### config.mk
export PLATFORM = sky130hd
export DESIGN_NAME = word_unit_wide
export DESIGN_NICKNAME = d
export VERILOG_FILES = /design/src/rtl/word_unit_wide.sv
export SDC_FILE = /design/constraint.sdc
export NUM_CORES = 1
export LEC_CHECK = 0
export ABC_AREA = 0
export CORE_UTILIZATION = 60
export CTS_BUF_LIST = sky130_fd_sc_hd__clkbuf_8
export DETAILED_ROUTE_END_ITERATION = 6
export PLACE_DENSITY = 0.91
export SYNTH_ARGS = -nofsm -noshare
export SYNTH_HDL_FRONTEND = slang
export SYNTH_SLANG_ARGS = --single-unit
### constraint.sdc
create_clock -name CLK -period 5.4 [get_ports CLK]
set_input_delay 1.08 -clock CLK [delete_from_list [all_inputs] [get_ports CLK]]
set_output_delay 1.08 -clock CLK [all_outputs]
set_load 0.01 [all_outputs]
### src/rtl/word_unit_wide.sv
// Word-processing unit: A/B working registers, PUSH/POP operand stack and ALU with OV/compare flags.
// Define WORD_UNIT_MUL_EN to compile in the iterative multiplier (MUL state); otherwise opcode 8 is a NOP.
module word_unit_wide #(
  parameter int WIDTH       = 16,
  parameter int STACK_DEPTH = 4
) (
  input  logic             CLK,
  input  logic             CPU_Reset,
  input  logic             A_WE,
  input  logic [1:0]       A_OPCode,
  input  logic             B_WE,
  input  logic [1:0]       B_OPCode,
  input  logic [WIDTH-1:0] ArgToSet,
  input  logic [WIDTH-1:0] RAMData,
  input  logic [WIDTH-1:0] Register,
  input  logic             PUSH,
  input  logic             POP,
  input  logic             ALU_Start,
  input  logic [3:0]       ALU_OPCode,
  input  logic             COMPARATORREG_EN,
  input  logic             OV_EN,
  output logic [WIDTH-1:0] A,
  output logic             Busy,
  output logic             Done,
  output logic             OV,
  output logic             ComparatorResult,
  output logic             StackFull,
  output logic             StackEmpty,
  output logic             StackErr
);

  localparam int SP_W  = $clog2(STACK_DEPTH) + 1;
  localparam int IDX_W = $clog2(STACK_DEPTH);

  typedef enum logic {S_IDLE, S_MUL} state_t;

  state_t state, state_next;

  logic [WIDTH-1:0] b_reg;
  logic [WIDTH-1:0] stack_mem [STACK_DEPTH];
  logic [SP_W-1:0]  sp, sp_inc, sp_dec;

  logic [WIDTH:0]   sum_ext, diff_ext;
  logic [WIDTH-1:0] alu_res, a_src, b_src;
  logic             alu_ov, wr_a, wr_ov, is_cmp, cmp_res, mul_start;
  logic             push_req, pop_req;

`ifdef WORD_UNIT_MUL_EN
  localparam int CNT_W = $clog2(WIDTH);

  logic [2*WIDTH-1:0] mul_acc, mul_mcand, mul_acc_next;
  logic [WIDTH-1:0]   mul_mplier;
  logic [CNT_W-1:0]   mul_cnt;
  logic               mul_ov_en, mul_last;

  assign mul_acc_next = mul_acc + (mul_mplier[0] ? mul_mcand : '0);
  assign mul_last     = (mul_cnt == CNT_W'(WIDTH - 1));
  assign Busy         = (state == S_MUL);
`else
  assign Busy = 1'b0;
`endif

  assign sum_ext  = {1'b0, A} + {1'b0, b_reg};
  assign diff_ext = {1'b0, A} - {1'b0, b_reg};
  assign sp_inc   = sp + SP_W'(1);
  assign sp_dec   = sp - SP_W'(1);
  assign push_req = PUSH && !POP;
  assign pop_req  = POP && !PUSH;

  always_ff @(posedge CLK or posedge CPU_Reset) begin
    if (CPU_Reset) state <= S_IDLE;
    else           state <= state_next;
  end

  // Opcode decode; the top bit of the subtract result is the borrow.
  always_comb begin
    state_next = state;
    alu_res    = A;
    alu_ov     = OV;
    wr_a       = 1'b0;
    wr_ov      = 1'b0;
    is_cmp     = 1'b0;
    cmp_res    = 1'b0;
    mul_start  = 1'b0;
    case (state)
      S_IDLE: begin
        if (ALU_Start) begin
          case (ALU_OPCode)
            4'd0:  begin alu_res = sum_ext[WIDTH-1:0];  alu_ov = sum_ext[WIDTH];  wr_a = 1'b1; wr_ov = OV_EN; end
            4'd1:  begin alu_res = diff_ext[WIDTH-1:0]; alu_ov = diff_ext[WIDTH]; wr_a = 1'b1; wr_ov = OV_EN; end
            4'd2:  begin alu_res = A & b_reg; alu_ov = 1'b0; wr_a = 1'b1; wr_ov = OV_EN; end
            4'd3:  begin alu_res = A | b_reg; alu_ov = 1'b0; wr_a = 1'b1; wr_ov = OV_EN; end
            4'd4:  begin alu_res = A ^ b_reg; alu_ov = 1'b0; wr_a = 1'b1; wr_ov = OV_EN; end
            4'd5:  begin alu_res = ~A;        alu_ov = 1'b0; wr_a = 1'b1; wr_ov = OV_EN; end
            4'd6:  begin alu_res = {A[WIDTH-2:0], 1'b0}; alu_ov = A[WIDTH-1]; wr_a = 1'b1; wr_ov = OV_EN; end
            4'd7:  begin alu_res = {1'b0, A[WIDTH-1:1]}; alu_ov = A[0];       wr_a = 1'b1; wr_ov = OV_EN; end
`ifdef WORD_UNIT_MUL_EN
            4'd8:  begin mul_start = 1'b1; state_next = S_MUL; end
`endif
            4'd9:  begin is_cmp = 1'b1; cmp_res = (A == b_reg); end
            4'd10: begin is_cmp = 1'b1; cmp_res = (A > b_reg);  end
            4'd11: begin is_cmp = 1'b1; cmp_res = (A < b_reg);  end
            4'd12: begin alu_res = b_reg; alu_ov = 1'b0; wr_a = 1'b1; wr_ov = OV_EN; end
            default: ;
          endcase
        end
      end
      S_MUL: begin
`ifdef WORD_UNIT_MUL_EN
        if (mul_last) state_next = S_IDLE;
`else
        state_next = S_IDLE;
`endif
      end
    endcase
  end

  always_comb begin
    case (A_OPCode)
      2'd0:    a_src = ArgToSet;
      2'd1:    a_src = RAMData;
      2'd2:    a_src = Register;
      default: a_src = b_reg;
    endcase
    case (B_OPCode)
      2'd0:    b_src = ArgToSet;
      2'd1:    b_src = RAMData;
      2'd2:    b_src = Register;
      default: b_src = A;
    endcase
  end

  // Register/stack datapath; every IDLE input is ignored while a multiply runs.
  always_ff @(posedge CLK or posedge CPU_Reset) begin
    if (CPU_Reset) begin
      A                <= '0;
      b_reg            <= '0;
      sp               <= '0;
      OV               <= 1'b0;
      ComparatorResult <= 1'b0;
      Done             <= 1'b0;
      StackFull        <= 1'b0;
      StackEmpty       <= 1'b1;
      StackErr         <= 1'b0;
      for (int i = 0; i < STACK_DEPTH; i++) stack_mem[i] <= '0;
`ifdef WORD_UNIT_MUL_EN
      mul_acc    <= '0;
      mul_mcand  <= '0;
      mul_mplier <= '0;
      mul_cnt    <= '0;
      mul_ov_en  <= 1'b0;
`endif
    end else begin
      Done <= 1'b0;
      if (state == S_IDLE) begin
        if (ALU_Start) begin
          Done <= !mul_start;
          if (wr_a)  A  <= alu_res;
          if (wr_ov) OV <= alu_ov;
          if (is_cmp && COMPARATORREG_EN) ComparatorResult <= cmp_res;
`ifdef WORD_UNIT_MUL_EN
          if (mul_start) begin
            mul_acc    <= '0;
            mul_mcand  <= {{WIDTH{1'b0}}, A};
            mul_mplier <= b_reg;
            mul_cnt    <= '0;
            mul_ov_en  <= OV_EN;
          end
`endif
        end else if (A_WE) begin
          A <= a_src;
        end

        if (pop_req) begin
          if (StackEmpty) begin
            StackErr <= 1'b1;
          end else begin
            b_reg      <= stack_mem[sp_dec[IDX_W-1:0]];
            sp         <= sp_dec;
            StackEmpty <= (sp_dec == '0);
            StackFull  <= 1'b0;
          end
        end else if (push_req) begin
          if (StackFull) begin
            StackErr <= 1'b1;
          end else begin
            stack_mem[sp[IDX_W-1:0]] <= A;
            sp         <= sp_inc;
            StackFull  <= (sp_inc == SP_W'(STACK_DEPTH));
            StackEmpty <= 1'b0;
          end
        end

        if (!POP && B_WE) b_reg <= b_src;
      end
`ifdef WORD_UNIT_MUL_EN
      else begin
        mul_acc    <= mul_acc_next;
        mul_mcand  <= {mul_mcand[2*WIDTH-2:0], 1'b0};
        mul_mplier <= {1'b0, mul_mplier[WIDTH-1:1]};
        mul_cnt    <= mul_cnt + CNT_W'(1);
        if (mul_last) begin
          A    <= mul_acc_next[WIDTH-1:0];
          Done <= 1'b1;
          if (mul_ov_en) OV <= |mul_acc_next[2*WIDTH-1:WIDTH];
        end
      end
`endif
    end
  end

endmodule
==> load_flow_metrics.sql <==
INSERT INTO impl_metrics (metric_group, metric, value, unit) VALUES
('status', 'result_of_the_run', 'completed', ''),
('global_route', 'first_global_vias', '7917', ''),
('synthesis', 'sequential_fraction_of_the_synthesis_area', '0.2937', ''),
('global_route', 'global_route_wire_length_before_repair', '44550', 'um'),
('pwr', 'peakVddDrop', '517.5', 'uV'),
('detailed_routing', 'drt_first_iter_violations', '1264', ''),
('synthesis', 'ys_seq_elements', '105', ''),
('global_route', 'grt.overflow.total', '0', ''),
('synthesis', 'total_of_warnings_raised_by_yosys', '0', ''),
('synthesis', 'yosys.cell_count.top_type', 'sky130_fd_sc_hd__dfrtp_1', ''),
('synthesis', 'syn_inst', '933', ''),
('cells_and_area', 'drive_above_1_share', '0.1791', ''),
('clocking', 'post_cts.resized_instances', '0', ''),
('sta', 'post-route-min-period', '3.776', 'ns'),
('floorplan', 'boundaryPins', '88', ''),
('setup_path', 'critical_path_required', '5.64', 'ns'),
('pwr', 'static-leakage-power', '4.050', 'nW'),
('setup_path', 'crit_path_end_kind', 'flop', ''),
('sta', 'timing.setup.tns', '0', 'ns'),
('global_route', 'use_met2', '0.5919', ''),
('clocking', 'cts_buffer_depth', '2', ''),
('sta', 'transition_time_at_the_pin_with_the_least_slew_margin', '1.328', 'ns'),
('detailed_routing', 'routed_antenna_nets', '0', ''),
('cells_and_area', 'synthToLayoutAreaGrowth', '11.58', '%'),
('clocking', 'clkTransAtPathRegs', '0.12', 'ns'),
('cells_and_area', 'post-route-util', '0.6871', ''),
('detailed_routing', 'routed_wirelength', '28890', 'um'),
('synthesis', 'top_cell_types_by_occurrence_after_synthesis', 'sky130_fd_sc_hd__dfrtp_1 (104), sky130_fd_sc_hd__nor2_1 (80), sky130_fd_sc_hd__a21oi_1 (72)', ''),
('synthesis', 'postSynthNetCount', '1056', ''),
('cells_and_area', 'finalNetCount', '1095', ''),
('global_route', 'grt_busiest_layer', 'met2', ''),
('synthesis', 'yosys-top-cells-area', 'sky130_fd_sc_hd__dfrtp_1 (29%), sky130_fd_sc_hd__mux4_2 (12%), sky130_fd_sc_hd__mux2_2 (8.7%), sky130_fd_sc_hd__ha_1 (7.8%), sky130_fd_sc_hd__a21oi_1 (4.0%)', ''),
('detailed_routing', 'total_via_count_after_detailed_routing', '8209', ''),
('synthesis', 'yosys.area.top_type', 'sky130_fd_sc_hd__dfrtp_1', ''),
('clocking', 'clk_root_buffer_cell', 'sky130_fd_sc_hd__clkbuf_8', ''),
('global_route', 'gr-usage-met3', '0.09249', ''),
('pwr', 'power_per_cell_area', '531.8', 'nW/um^2'),
('detailed_routing', 'drc', '0', ''),
('sta', 'timing.final.crit_share', '0.6993', ''),
('synthesis', 'synth_top_area_share', '0.2908', ''),
('floorplan', 'effective_utilization_at_floorplan', '0.6158', ''),
('pwr', 'finalPower', '5.311', 'mW'),
('synthesis', 'ys_dominant_reg_cell', 'sky130_fd_sc_hd__dfrtp_1', ''),
('sta', 'finalClockSkew', '0.02285', 'ns'),
('global_route', 'antenna_found_initial', '0', ''),
('detailed_routing', 'tritonroute_pass_1_iters', '6', ''),
('sta', 'setup-violations-final', '0', ''),
('detailed_routing', 'routedWlPerCell', '24.88', 'um'),
('cells_and_area', 'flip_flop_count_of_the_largest_register_after_layout', '64', ''),
('sta', 'rsz0062_at_grt', 'no', ''),
('placed_design', 'dp.final_hpwl', '21130', 'um'),
('clocking', 'cts_hold_buf', '0', ''),
('placed_design', 'quantity_of_i_o_buffers_inserted_on_ports', '86', ''),
('clocking', 'ctsHtreeMaxLevel', '3', ''),
('setup_path', 'crit_type', 'primary input to flop', ''),
('synthesis', 'synth-async-reset-ratio', '1.000', ''),
('synthesis', 'synthesis.area_per_instance', '9.593', 'um^2'),
('sta', 'hold_viol', '0', ''),
('cells_and_area', 'multi_input_gate_area_in_the_final_layout', '5748', 'um^2'),
('global_route', 'grt_usage', '0.3919', ''),
('cells_and_area', 'filler_cell_count', '1118', ''),
('clocking', 'clock_tree_from_tritoncts', 'done', ''),
('floorplan', 'dieArea', '15410', 'um^2'),
('clocking', 'cts-buffers-inserted', '9', ''),
('floorplan', 'die_h', '124.1', 'um'),
('synthesis', 'synthesis.area', '8950', 'um^2'),
('floorplan', 'dieWidth', '124.1', 'um'),
('global_route', 'grt.met1_usage', '0.5448', ''),
('synthesis', 'synth_edf_count', '0', ''),
('clocking', 'worst_skew_pair.late_latency', '0.39', 'ns'),
('sta', 'drv_slew', '0', '');
[logic make-up after synthesis]
group	Yosys count	synth area share
simple gates	223	0.1186
mux	125	0.2180
compound gates	275	0.2064
other cells	1	0.0004190
buf+inv	130	0.06459
fa+ha+maj	58	0.08276
xor+xnor	16	0.01566
flops	105	0.2937
[per-stage QoR]
step                cell area [um^2]  worst slack [ns]  std cells  hold WS, ns
floorplan                       8950             1.561        933       0.4751
global placement                9781             1.407       1145       0.4644
detailed placement              9781             1.381       1145       0.4844
CTS                             9986             1.784       1161       0.5120
global route                    9986             1.573       1161       0.5262
finish                          9986             1.624       1161       0.5035
[report_power, final]
part	leakage (nW)	internal (mW)	switching (mW)	total [mW]
logic	2.65	1.42	1.81	3.23
clock network	0.106	0.197	0.327	0.524
registers	1.29	1.13	0.424	1.55
[worst paths after layout]
kind / from / to / slack, ns / cells after the start
worst min register to register: StackErr / StackErr / 0.50 / 1
worst max register to register: A[6] / A[10] / 1.78 / 9
min in group asynchronous: CPU_Reset / stack_mem[33] / 1.22 / 2
max in group asynchronous: CPU_Reset / ComparatorResult / 3.14 / 3
worst min-delay path: StackErr / StackErr / 0.50 / 1
worst max-delay path: ALU_OPCode[0] / A[12] / 1.62 / 6
[area by class of cell]
cell class / instances / share of cell area
timing repair buffer: 98 / 0.09422
multi-input combinational: 698 / 0.5756
sequential: 105 / 0.2633
inverter: 60 / 0.02331
tap: 184 / 0.02305
clock buffer: 10 / 0.01378
clock inverter: 6 / 0.006766
[cells in the final DEF (no fill, tap or decap), types with 10 or more instances in the layout]
cell,instances
sky130_fd_sc_hd__dfrtp_1,104
sky130_fd_sc_hd__clkdlybuf4s50_1,84
sky130_fd_sc_hd__nor2_1,79
sky130_fd_sc_hd__a21oi_1,72
sky130_fd_sc_hd__mux2_2,69
sky130_fd_sc_hd__o21ai_0,60
sky130_fd_sc_hd__nand2_1,56
sky130_fd_sc_hd__ha_1,56
sky130_fd_sc_hd__inv_1,54
sky130_fd_sc_hd__mux4_2,49
sky130_fd_sc_hd__a31oi_1,17
sky130_fd_sc_hd__nand3_1,15
sky130_fd_sc_hd__nor3_1,14
sky130_fd_sc_hd__buf_4,12
sky130_fd_sc_hd__xnor2_1,11
sky130_fd_sc_hd__nand2b_1,11
sky130_fd_sc_hd__a211oi_1,10
sky130_fd_sc_hd__clkbuf_8,10
[metal layers]
layer	vias up	routed length, um
met5	-	0
met4	0	1094
met3	104	3449
met2	571	12980
met1	4004	11370
li1	3530	-
[critical path, stage by stage]
cell	delay (ns)
sky130_fd_sc_hd__clkdlybuf4s50_1	0.98
sky130_fd_sc_hd__nor2_1	0.26
sky130_fd_sc_hd__o21ai_1	1.08
sky130_fd_sc_hd__nor3_1	0.17
sky130_fd_sc_hd__nor4_1	0.32
sky130_fd_sc_hd__o32ai_1	0.13
(Power assumes the default switching activity.)
